<file path="config.mk">
export PLATFORM = sky130hd
export DESIGN_NAME = lcd_controller_flat
export DESIGN_NICKNAME = d
export VERILOG_FILES = /design/src/rtl/lcd_controller_pkg.sv /design/src/rtl/lcd_controller_if.sv /design/src/rtl/lcd_controller_nibble_writer.sv /design/src/rtl/lcd_controller.sv /design/src/flat_wrapper.sv
export SDC_FILE = /design/constraint.sdc
export NUM_CORES = 1
export LEC_CHECK = 0
export BUFFER_PORTS_ARGS = -buffer_cell sky130_fd_sc_hd__buf_2
export CORE_MARGIN = 5
export CORE_UTILIZATION = 60
export DETAILED_ROUTE_END_ITERATION = 16
export PLACE_DENSITY = 0.82
export RECOVER_POWER = 100
export SLEW_MARGIN = 10
export SYNTH_ARGS = -nofsm -noshare
export SYNTH_HDL_FRONTEND = slang
export SYNTH_SLANG_ARGS = --single-unit
</file>
<file path="constraint.sdc">
create_clock -name Clock -period 2.9 [get_ports Clock]
set_input_delay 0.725 -clock Clock [delete_from_list [all_inputs] [get_ports Clock]]
set_output_delay 0.725 -clock Clock [all_outputs]
set_load 0.03 [all_outputs]
</file>
<file path="src/rtl/lcd_controller_pkg.sv">
// Shared definitions for the HD44780 4-bit LCD sequencer: state encodings,
// counter widths, command bytes and the power-on init nibbles.
package lcd_controller_pkg;

  localparam int CNT_W     = 20;
  localparam int NIB_CNT_W = 16;

  typedef enum logic [2:0] {
    ST_PWRUP, ST_INIT, ST_CONFIG, ST_IDLE, ST_WRITE, ST_WAIT
  } state_e;

  // Position within one nibble or byte transfer of INIT/CONFIG/WRITE.
  typedef enum logic [1:0] {
    PH_START, PH_HI, PH_GAP, PH_LO
  } phase_e;

  typedef enum logic [1:0] {
    NW_IDLE, NW_SETUP, NW_PULSE, NW_HOLD
  } nw_state_e;

  localparam logic [7:0] CMD_FUNCTION_SET = 8'h28;
  localparam logic [7:0] CMD_ENTRY_MODE   = 8'h06;
  localparam logic [7:0] CMD_DISPLAY_ON   = 8'h0C;
  localparam logic [7:0] CMD_CLEAR        = 8'h01;
  localparam logic [7:0] CMD_HOME         = 8'h02;
  localparam logic [7:0] CMD_LINE1        = 8'h80;
  localparam logic [7:0] CMD_LINE2        = 8'hC0;

  localparam logic [3:0] INIT_NIB_8BIT = 4'h3;
  localparam logic [3:0] INIT_NIB_4BIT = 4'h2;

  function automatic logic [3:0] init_nibble(input logic [1:0] idx);
    return (idx == 2'd3) ? INIT_NIB_4BIT : INIT_NIB_8BIT;
  endfunction

  function automatic logic [7:0] config_byte(input logic [1:0] idx);
    case (idx)
      2'd0:    return CMD_FUNCTION_SET;
      2'd1:    return CMD_ENTRY_MODE;
      2'd2:    return CMD_DISPLAY_ON;
      default: return CMD_CLEAR;
    endcase
  endfunction

endpackage

</file>
<file path="src/rtl/lcd_controller_if.sv">
// Byte-write handshake between the CPU (master) and the LCD sequencer (slave).
interface lcd_controller_if;
  logic       iWrite;
  logic       iRS;
  logic [7:0] iData;
  logic       oReady;

  modport master (output iWrite, output iRS, output iData, input oReady);
  modport slave  (input iWrite, input iRS, input iData, output oReady);
endinterface

</file>
<file path="src/rtl/lcd_controller_nibble_writer.sv">
// lcd_nibble_writer: drives one nibble onto DB[7:4] with RS setup, an E pulse
// and one hold cycle; oDone is high during the hold cycle.
module lcd_nibble_writer
  import lcd_controller_pkg::*;
#(
  parameter int P_SETUP   = 2,
  parameter int P_E_PULSE = 12
) (
  input  logic       Clock,
  input  logic       Reset,
  input  logic       iStart,
  input  logic [3:0] iNibble,
  input  logic       iRS,
  output logic       oDone,
  output logic       oLCD_Enabled,
  output logic       oLCD_RegisterSelect,
  output logic [3:0] oLCD_Data
);

  nw_state_e            state_q;
  logic [NIB_CNT_W-1:0] cnt_q;
  logic                 e_q;
  logic                 rs_q;
  logic [3:0]           data_q;

  always_ff @(posedge Clock) begin
    if (Reset) begin
      state_q <= NW_IDLE;
      cnt_q   <= '0;
      e_q     <= 1'b0;
      rs_q    <= 1'b0;
      data_q  <= '0;
    end else begin
      case (state_q)
        NW_IDLE: if (iStart) begin
          data_q  <= iNibble;
          rs_q    <= iRS;
          cnt_q   <= NIB_CNT_W'(P_SETUP - 1);
          state_q <= NW_SETUP;
        end
        NW_SETUP: if (cnt_q == '0) begin
          e_q     <= 1'b1;
          cnt_q   <= NIB_CNT_W'(P_E_PULSE - 1);
          state_q <= NW_PULSE;
        end else begin
          cnt_q <= cnt_q - NIB_CNT_W'(1);
        end
        NW_PULSE: if (cnt_q == '0) begin
          e_q     <= 1'b0;
          state_q <= NW_HOLD;
        end else begin
          cnt_q <= cnt_q - NIB_CNT_W'(1);
        end
        default: state_q <= NW_IDLE;
      endcase
    end
  end

  assign oDone               = (state_q == NW_HOLD);
  assign oLCD_Enabled        = e_q;
  assign oLCD_RegisterSelect = rs_q;
  assign oLCD_Data           = data_q;

endmodule

</file>
<file path="src/rtl/lcd_controller.sv">
// HD44780 4-bit sequencer: power-up, init, config, then single-byte writes.
// Optional LCD_AUTO_WRAP_EN inserts line-change commands after 16 characters.
module lcd_controller
  import lcd_controller_pkg::*;
#(
  parameter int P_POWERUP    = 750000,
  parameter int P_WAIT_4MS   = 205000,
  parameter int P_WAIT_100US = 5000,
  parameter int P_WAIT_40US  = 2000,
  parameter int P_WAIT_CLEAR = 82000,
  parameter int P_SETUP      = 2,
  parameter int P_E_PULSE    = 12,
  parameter int P_NIBBLE_GAP = 50
) (
  input  logic             Clock,
  input  logic             Reset,
  lcd_controller_if.slave  bus,
  output logic             oLCD_Enabled,
  output logic             oLCD_RegisterSelect,
  output logic             oLCD_ReadWrite,
  output logic             oLCD_StrataFlashControl,
  output logic [3:0]       oLCD_Data
);

  state_e             state_q;
  state_e             src_q;
  phase_e             phase_q;
  logic [CNT_W-1:0]   cnt_q;
  logic [1:0]         idx_q;
  logic [7:0]         byte_q;
  logic               rs_q;
  logic               ready_q;
`ifdef LCD_AUTO_WRAP_EN
  logic               line_q;
  logic [4:0]         col_q;
`endif

  logic               nib_start;
  logic [3:0]         nib_data;
  logic               nib_done;
  logic [CNT_W-1:0]   wait_load;

  always_comb begin
    nib_start = 1'b0;
    nib_data  = byte_q[7:4];
    case (state_q)
      ST_INIT: begin
        nib_start = (phase_q == PH_START);
        nib_data  = init_nibble(idx_q);
      end
      ST_CONFIG, ST_WRITE: begin
        nib_start = (phase_q == PH_START) || (phase_q == PH_GAP && cnt_q == '0);
        nib_data  = (phase_q == PH_START) ? byte_q[7:4] : byte_q[3:0];
      end
      default: ;
    endcase
  end

  always_comb begin
    wait_load = CNT_W'(P_WAIT_40US - 1);
    if (state_q == ST_INIT) begin
      case (idx_q)
        2'd0:    wait_load = CNT_W'(P_WAIT_4MS - 1);
        2'd1:    wait_load = CNT_W'(P_WAIT_100US - 1);
        default: wait_load = CNT_W'(P_WAIT_40US - 1);
      endcase
    end else if (!rs_q && (byte_q == CMD_CLEAR || byte_q == CMD_HOME)) begin
      wait_load = CNT_W'(P_WAIT_CLEAR - 1);
    end
  end

  // The gap counts from E falling, so the writer's hold cycle is its first cycle.
  always_ff @(posedge Clock) begin
    if (Reset) begin
      state_q <= ST_PWRUP;
      src_q   <= ST_INIT;
      phase_q <= PH_START;
      cnt_q   <= CNT_W'(P_POWERUP - 1);
      idx_q   <= 2'd0;
      byte_q  <= '0;
      rs_q    <= 1'b0;
      ready_q <= 1'b0;
`ifdef LCD_AUTO_WRAP_EN
      line_q  <= 1'b0;
      col_q   <= '0;
`endif
    end else begin
      case (state_q)
        ST_PWRUP: if (cnt_q == '0) begin
          state_q <= ST_INIT;
          phase_q <= PH_START;
          idx_q   <= 2'd0;
        end else begin
          cnt_q <= cnt_q - CNT_W'(1);
        end
        ST_INIT, ST_CONFIG, ST_WRITE: begin
          case (phase_q)
            PH_START: phase_q <= (state_q == ST_INIT) ? PH_LO : PH_HI;
            PH_HI: if (nib_done) begin
              phase_q <= PH_GAP;
              cnt_q   <= CNT_W'(P_NIBBLE_GAP - 2);
            end
            PH_GAP: if (cnt_q == '0) phase_q <= PH_LO;
                    else cnt_q <= cnt_q - CNT_W'(1);
            PH_LO: if (nib_done) begin
              src_q   <= state_q;
              state_q <= ST_WAIT;
              cnt_q   <= wait_load;
            end
          endcase
        end
        ST_WAIT: if (cnt_q != '0) begin
          cnt_q <= cnt_q - CNT_W'(1);
        end else begin
          phase_q <= PH_START;
          case (src_q)
            ST_INIT: if (idx_q == 2'd3) begin
              state_q <= ST_CONFIG;
              idx_q   <= 2'd0;
              byte_q  <= config_byte(2'd0);
            end else begin
              state_q <= ST_INIT;
              idx_q   <= idx_q + 2'd1;
            end
            ST_CONFIG: if (idx_q == 2'd3) begin
              state_q <= ST_IDLE;
              ready_q <= 1'b1;
            end else begin
              state_q <= ST_CONFIG;
              idx_q   <= idx_q + 2'd1;
              byte_q  <= config_byte(idx_q + 2'd1);
            end
            default: begin
`ifdef LCD_AUTO_WRAP_EN
              // An inserted 0x80/0xC0 reloads line/column through the bit7 path below.
              if (rs_q && col_q == 5'd15) begin
                state_q <= ST_WRITE;
                rs_q    <= 1'b0;
                byte_q  <= line_q ? CMD_LINE1 : CMD_LINE2;
              end else begin
                state_q <= ST_IDLE;
                ready_q <= 1'b1;
                if (rs_q) begin
                  col_q <= col_q + 5'd1;
                end else if (byte_q[7]) begin
                  line_q <= byte_q[6];
                  col_q  <= byte_q[4:0];
                end else if (byte_q == CMD_CLEAR || byte_q == CMD_HOME) begin
                  line_q <= 1'b0;
                  col_q  <= '0;
                end
              end
`else
              state_q <= ST_IDLE;
              ready_q <= 1'b1;
`endif
            end
          endcase
        end
        ST_IDLE: if (bus.iWrite) begin
          ready_q <= 1'b0;
          byte_q  <= bus.iData;
          rs_q    <= bus.iRS;
          state_q <= ST_WRITE;
          phase_q <= PH_START;
        end
        default: state_q <= ST_PWRUP;
      endcase
    end
  end

  lcd_nibble_writer #(
    .P_SETUP   (P_SETUP),
    .P_E_PULSE (P_E_PULSE)
  ) u_nibble (
    .Clock               (Clock),
    .Reset               (Reset),
    .iStart              (nib_start),
    .iNibble             (nib_data),
    .iRS                 (rs_q),
    .oDone               (nib_done),
    .oLCD_Enabled        (oLCD_Enabled),
    .oLCD_RegisterSelect (oLCD_RegisterSelect),
    .oLCD_Data           (oLCD_Data)
  );

  assign bus.oReady              = ready_q;
  assign oLCD_ReadWrite          = 1'b0;
  assign oLCD_StrataFlashControl = 1'b1;

endmodule

</file>
<file path="src/flat_wrapper.sv">
// flat-port wrapper written by rule: the top's interface ports become plain ports
module lcd_controller_flat import lcd_controller_pkg::*;
#(
  parameter int P_POWERUP    = 750000,
  parameter int P_WAIT_4MS   = 205000,
  parameter int P_WAIT_100US = 5000,
  parameter int P_WAIT_40US  = 2000,
  parameter int P_WAIT_CLEAR = 82000,
  parameter int P_SETUP      = 2,
  parameter int P_E_PULSE    = 12,
  parameter int P_NIBBLE_GAP = 50
)
  (Clock, Reset, oLCD_Enabled, oLCD_RegisterSelect, oLCD_ReadWrite, oLCD_StrataFlashControl, oLCD_Data, bus_iWrite, bus_iRS, bus_iData, bus_oReady);
  lcd_controller_if bus_i ();
  input  logic Clock;
  input  logic Reset;
  output logic oLCD_Enabled;
  output logic oLCD_RegisterSelect;
  output logic oLCD_ReadWrite;
  output logic oLCD_StrataFlashControl;
  output logic [3:0] oLCD_Data;
  input wire logic [$bits(bus_i.iWrite)-1:0] bus_iWrite;
  input wire logic [$bits(bus_i.iRS)-1:0] bus_iRS;
  input wire logic [$bits(bus_i.iData)-1:0] bus_iData;
  output wire logic [$bits(bus_i.oReady)-1:0] bus_oReady;
  assign bus_i.iWrite = bus_iWrite;
  assign bus_i.iRS = bus_iRS;
  assign bus_i.iData = bus_iData;
  assign bus_oReady = bus_i.oReady;
  lcd_controller #(.P_POWERUP(P_POWERUP), .P_WAIT_4MS(P_WAIT_4MS), .P_WAIT_100US(P_WAIT_100US), .P_WAIT_40US(P_WAIT_40US), .P_WAIT_CLEAR(P_WAIT_CLEAR), .P_SETUP(P_SETUP), .P_E_PULSE(P_E_PULSE), .P_NIBBLE_GAP(P_NIBBLE_GAP)) u_core (.Clock(Clock), .Reset(Reset), .bus(bus_i), .oLCD_Enabled(oLCD_Enabled), .oLCD_RegisterSelect(oLCD_RegisterSelect), .oLCD_ReadWrite(oLCD_ReadWrite), .oLCD_StrataFlashControl(oLCD_StrataFlashControl), .oLCD_Data(oLCD_Data));
endmodule
</file>
* After elaboration in Yosys (flattened, before gate mapping) *
Cells that the tools add are included.

word-level totals
  register bits = 64
  input bits = 12
  output and inout bits = 9
  word-level logic and storage cells = 146

operators by class
  $add $sub $neg = 3
  equal/unequal tests = 39
  mux-type cells = 58
  reduce and logical (&&, ||, !) cells = 33

operator list
  kind                   count
  $pmux 20 s3            2
  $mux 20                5
  $mux 16                3
  $pmux 16 s3            1
  $pmux 18 s2            1
  $mux 8                 4
  $pmux 8 s2             2
  $mux 2                 13
  $logic_not 20->1       1
  $reduce_and 5->1       4
  $reduce_bool 20->1     1
  $sub 20x1->20 const B  1
  $pmux 6 s3             1
  $mux 17                1
  $logic_not 16->1       1
  $sub 16x1->16 const B  1
  $mux 3                 5
  $ne 3x2->1 const B     5
  $eq 2x2->1 const B     6
  $ne 2x2->1 const B     6
  $pmux 2 s3             2
  $pmux 3 s4             1
  $reduce_and 3->1       4
  $ne 2x1->1 const B     5
  29 further kinds       57

* Depth between registers and ports, before layout *
  depth in word-level cells = 8
  mapped depth = 10
  gate-level depth less buffers = 7

* Cells and area by module *
From an unflattened synthesis, not the netlist that was laid out.

unflattened totals
  cells, all modules = 530
  area total of the unflattened synthesis = 4180.3 µm²

by module, submodules not included
  module             times used  cells an instance  area an instance (µm²)  sequential area each (µm²)
  lcd_controller     1           367                2855.2                  800.8
  lcd_nibble_writer  1           163                1325.0                  480.5

* Least setup slack after synthesis *
Ideal clock, no wire load.

  path kind = register -> register
  start point = register u_core.idx_q[0]
  end point = register u_core.byte_q[1]
  library setup time = 0.079 ns
  arrival = 2.110 ns
  required time = 2.821 ns
  path slack = 0.711 ns
  cell stages (with the launch flop) = 8
  cell sequence = dfxtp_1 ha_1 or3b_2 a21o_1 o41ai_4 buf_6 nor2_1 a211oi_2

between the ends
  cells in the longest elaborated chain, start to end = 7
  elaborated cells between the ends (all ways) = 13
  classes of those cells = add/sub: 1; eq/ne: 5; mux: 5; reduce/logical: 2

ends and longest elaborated chain
  what                                      line                      RTL
  start: declaration                        lcd_controller.sv:29      logic [1:0] idx_q;
  start signal: assignment                  lcd_controller.sv:123     idx_q <= idx_q + 2'd1;
  start signal: assignment                  lcd_controller.sv:130     idx_q <= idx_q + 2'd1;
  $add 2x1->2                               lcd_controller.sv:131     byte_q <= config_byte(idx_q + 2'd1);
  $eq 2x2->1, or another cell as far along  lcd_controller_pkg.sv:37  case (idx)
  $pmux 6 s3                                lcd_controller_pkg.sv:37
  $mux 8                                    lcd_controller.sv:125     ST_CONFIG: if (idx_q == 2'd3) begin
  $pmux 8 s2                                lcd_controller.sv:116     case (src_q)
  $mux 8                                    lcd_controller.sv:112     ST_WAIT: if (cnt_q != '0) begin
  $pmux 8 s2                                lcd_controller.sv:88      case (state_q)
  end signal: assignment                    lcd_controller.sv:120     byte_q <= config_byte(2'd0);
  end signal: assignment                    lcd_controller.sv:131
  end signal: assignment                    lcd_controller.sv:162     byte_q <= bus.iData;
  end: declaration                          lcd_controller.sv:30      logic [7:0] byte_q;

Parallel ways exist; a longest one is shown, timed or not. The select of a mux whose other input is x is not followed.
A chain may end at the register's enable or synchronous reset.

* Worst setup path after layout *
  start point = register u_core.state_q[2]
  end point = register u_core.cnt_q[18]

between the ends
  cells in the longest elaborated chain, start to end = 4
  elaborated cells between the ends (all ways) = 13
  classes of those cells = eq/ne: 8; mux: 1; reduce/logical: 4

ends and longest elaborated chain
  what                                                line                   RTL
  start: declaration                                  lcd_controller.sv:25   state_e state_q;
  start signal: assignment                            lcd_controller.sv:75   state_q <= ST_PWRUP;
  start signal: assignment                            lcd_controller.sv:90   state_q <= ST_INIT;
  start signal: assignment                            lcd_controller.sv:107  state_q <= ST_WAIT;
  $eq 3x2->1, or another cell as far along            lcd_controller.sv:88
  $reduce_or 3->1                                     lcd_controller.sv:88
  $ne 4x2->1 (no line), or another cell as far along  -
  $reduce_and 5->1 (no line)                          -
  end signal: assignment                              lcd_controller.sv:94   cnt_q <= cnt_q - CNT_W'(1);
  end signal: assignment                              lcd_controller.sv:101  cnt_q <= CNT_W'(P_NIBBLE_GAP - 2);
  end signal: assignment                              lcd_controller.sv:104  else cnt_q <= cnt_q - CNT_W'(1);
  end: declaration                                    lcd_controller.sv:28   logic [CNT_W-1:0] cnt_q;

Parallel ways exist; a longest one is shown, timed or not.

==> impl_summary.md <==
Outcome
The run finished with clean final reports.

Placed design
The detailed placement HPWL is 9796 µm. Buffers placed on the I/O ports in this run total 18. Routability-driven placement finished with a final weighted congestion of 0.9947.

Finish
Leaving out fill and tap cells, the most frequent cells in the layout are sky130_fd_sc_hd__dfxtp_1 (64), sky130_fd_sc_hd__nor2_1 (46), sky130_fd_sc_hd__a21oi_1 (40), sky130_fd_sc_hd__nand2_1 (31), sky130_fd_sc_hd__nor3_1 (28). For this run, the post-layout net count is 607. The utilization of the core after routing is 66.95%. The number of diodes added for antenna fixing is 0. Relative to the synthesized area, the layout overhead comes to 7.523%. The post-route netlist has 10.69% of its cells at a drive strength greater than 1.

The library cell used most frequently in the layout, excluding fill and tap cells, is sky130_fd_sc_hd__dfxtp_1.

Synthesis
Summing every instance area after synthesis gives roughly 4500 µm². The post-synthesis cell type with the largest combined area is sky130_fd_sc_hd__dfxtp_1. The commonest register cell after synthesis is sky130_fd_sc_hd__dfxtp_1. By area the synthesized netlist is led by sky130_fd_sc_hd__dfxtp_1 (28%), sky130_fd_sc_hd__ha_1 (5.5%), sky130_fd_sc_hd__a21oi_1 (4.4%), sky130_fd_sc_hd__nor2_1 (3.8%), sky130_fd_sc_hd__nor3_1 (3.1%).

The count of flip-flops with a built-in enable after synthesis is 0. Synthesis instantiated 83 different standard cells from the library. The synthesized area per cell is ~8.1 µm².

The post-synthesis register bit count is 64. The total nets after synthesis is 595. The share of synthesized area in the top cell type comes to roughly 28%. Sequential elements use 28.22% of the synthesized area. After synthesis, the share of flip-flops with an asynchronous set or reset is 0%. In the synthesized netlist, the number of instances is 563. The count of synthesis-stage warnings from yosys is 0.

STA
Measured against its own limit, the worst slew margin works out to between 40% and 50%. The final clock skew is 9.724 ps. The number of endpoints with negative hold slack in the final report is 0. Setup repair after global routing left no endpoint under its margin. For the pin with the worst max-slew slack, the measured transition is 870.7 ps.

The final-report max-slew violation count was 0. The maximum clock frequency is 0.3715 GHz. The ratio of final minimum period to clock period is between 90 and 100%. For the final routed database, the setup TNS stands at 0 ps. Setup violations remaining at the end of the flow were counted as 0. The hold slack is 476.4 ps.

The clock period minus final worst setup slack is 2691 ps.

GRT
After global routing the overflow that remains totals 0. The first global-routing pass estimated 22470 µm of wire. Entering global routing, the biggest net connects 27 pins. The number of global-route vias before repair is 4453. The number of antenna violations at the first check in global routing is 0. In the global route stage, overall resource usage came out at 28.26%.

Route
Dividing the detail-routed via count by the number of cells gives 7.144. The average wire per cell in the routed design is 19.98 µm. For this block, the initial DRC count from the detailed router was between 400 and 500. The count of nets left with antenna violations once routing finished came out at 0. The detailed-route via count is 4851. The first detailed-routing pass took 6 iterations. The routed design has about 14000 µm of wire.

For this run, design rule violations remaining after detail routing come to 0.

Floorplanning
The row count is 31. The I/O pin count is 21. The die covers around 9400 µm². The horizontal extent of the die is 96.99 µm.

The initial cell density of the core is 62.27%. The floorplan step defined a core boundary enclosing roughly 7300 µm². The height of the chip is about 97 µm.

Clock network
The number of setup buffers added after CTS is 0. Clock tree synthesis inserted a total of 9 buffers. The clock tree buffer depth is 2. The count of H-tree levels built during CTS is 3. The number of buffers inserted for hold repair after clock tree synthesis is 0. The total of cells resized after clock tree synthesis is 0.

The tree built by TritonCTS fans out to 64 sinks. The clock latency on the worst-skew pair is roughly 350 ps. The clock-pin slew reported for the worst setup and hold paths after clock tree synthesis is 80 ps. Clock tree synthesis selected as its root buffer the cell sky130_fd_sc_hd__clkbuf_8. The CTS tree is yes.

Critical path
The largest single stage delay on the critical path is 520 ps. The data arrival time of the critical path is approximately 3000 ps. The worst setup path is captured at a register. In this design, the critical path's most frequently occurring cell is sky130_fd_sc_hd__clkbuf_2. The top fanout value on the critical path is 20.

The critical path launch point type is a register. The type of the worst setup path is reg2reg. The slowest cell on the critical path is sky130_fd_sc_hd__or4bb_1. The required time at the endpoint of the critical path is ~3200 ps. Walking the worst path, the cells encountered are clkbuf_2, or4bb_1, a32o_1, o22ai_1, clkbuf_2, a21oi_1, o32ai_1.

Pwr
The leakage power summed over all cells is 0.001740 µW. Dividing total power by cell area gives a power density of 470.0 nW/µm². The design draws 2295 µW.

VDD sags by at most about 0.46 mV.

Job
The number of max-capacitance violations reported is 0.

Min path
The min-delay analysis places its worst path in the category reg2reg.
==> cell type report <==
cell class	instances	area (µm²)
Clock buffer	12	155.1
Fill cell	661	2410
Sequential cell	64	1281
Clock inverter	4	52.55
Timing Repair Buffer	39	216.5
Inverter	27	101.3
Multi-Input combinational cell	434	2952
Tap cell	99	123.9
==> registers in the layout, indices dropped and copies added (netlist names) <==
register and count:
u_core.u_nibble.oLCD_RegisterSelect 1, u_core.state_q 3, u_core.rs_q 1, u_core.byte_q 8, u_core.u_nibble.cnt_q 16, u_core.u_nibble.oLCD_Enabled 1
u_core.u_nibble.state_q 2, u_core.phase_q 2, u_core.u_nibble.oLCD_Data 4, u_core.cnt_q 20, u_core.idx_q 2, u_core.src_q 3
u_core.bus.oReady 1
==> Yosys cell counts (5+ instances only) <==
cell	instances
sky130_fd_sc_hd__buf_2	7
sky130_fd_sc_hd__a211oi_2	5
sky130_fd_sc_hd__nor2_1	46
sky130_fd_sc_hd__o32ai_1	5
sky130_fd_sc_hd__a31oi_1	11
sky130_fd_sc_hd__nand2b_1	6
sky130_fd_sc_hd__nand2_1	31
sky130_fd_sc_hd__clkbuf_1	23
sky130_fd_sc_hd__a32o_1	9
sky130_fd_sc_hd__nor4_1	10
sky130_fd_sc_hd__inv_1	27
sky130_fd_sc_hd__or4_1	7
sky130_fd_sc_hd__ha_1	20
sky130_fd_sc_hd__nand3_1	18
sky130_fd_sc_hd__nor3b_1	5
sky130_fd_sc_hd__a21o_1	5
sky130_fd_sc_hd__a22oi_1	9
sky130_fd_sc_hd__nor3_1	28
sky130_fd_sc_hd__nand4_1	15
sky130_fd_sc_hd__o211ai_1	11
sky130_fd_sc_hd__nand3b_1	5
sky130_fd_sc_hd__nor2b_1	6
sky130_fd_sc_hd__dfxtp_1	64
sky130_fd_sc_hd__a211oi_1	7
sky130_fd_sc_hd__o221ai_1	5
sky130_fd_sc_hd__a21oi_1	40
sky130_fd_sc_hd__o21ai_0	27
==> per-layer routing <==
metal  vias to the layer above  global-route usage [%]  share of wire, %
li1                       2206                       -                 -
met1                      2290                   36.25                40
met2                       296                   45.86                47
met3                        59                   6.259               9.3
met4                         0                   11.45               3.2
met5                         -                       0                 0
==> power breakdown <==
part           switching (µW)  leakage [µW]  internal, µW
clock network             371     0.0000948           444
logic                     368       0.00113           181
registers                26.6      0.000517           904
total                     765       0.00174          1530
==> cells by family (layout without fill, tap and decap cells) <==
family | after synthesis | in the layout | share of synthesized area (%)
flip-flops | 64 | 64 | 28.22
other | 2 | 2 | 0.1654
XOR/XNOR | 6 | 6 | 1.323
multiplexers | 2 | 2 | 0.4409
buffers and inverters | 65 | 82 | 6.228
AND/OR/NAND/NOR | 209 | 209 | 26.48
adder cells (fa/ha/maj) | 22 | 22 | 5.952
AO/OA/AOI/OAI | 193 | 193 | 31.19
==> critical path: cells and delay by family, from the launching register on <==
kind / cells / cell delay [ps]
flops: 1 / 510
simple gates: 1 / 520
buf+inv: 2 / 780
compound gates: 4 / 780
==> per-stage QoR <==
stage / std cells / setup WS [ps] / cell area [µm²]
after floorplan: 563 / 710.7 / 4541
after global placement: 663 / 468.9 / 4731
after detailed placement: 663 / 320.0 / 4731
after CTS: 679 / 323.3 / 4938
after global routing: 679 / 69.78 / 4882
final: 679 / 208.5 / 4882
==> path summary, 6_finish.rpt <==
| kind | startpoint | endpoint | slack (ps) | depth (start not counted) |
|---|---|---|---|---|
| setup / recovery | u_core.state_q[2]$_SDFFE_PP0P_ | u_core.cnt_q[18]$_SDFFE_PP0P_ | 210 | 7 |
| hold / removal | u_core.u_nibble.oLCD_Data[2]$_SDFFE_PP0P_ | u_core.u_nibble.oLCD_Data[2]$_SDFFE_PP0P_ | 480 | 2 |
| setup reg to reg | u_core.state_q[2]$_SDFFE_PP0P_ | u_core.cnt_q[18]$_SDFFE_PP0P_ | 210 | 7 |
| hold reg to reg | u_core.u_nibble.oLCD_Data[2]$_SDFFE_PP0P_ | u_core.u_nibble.oLCD_Data[2]$_SDFFE_PP0P_ | 480 | 2 |
(Power assumes the default switching activity.)
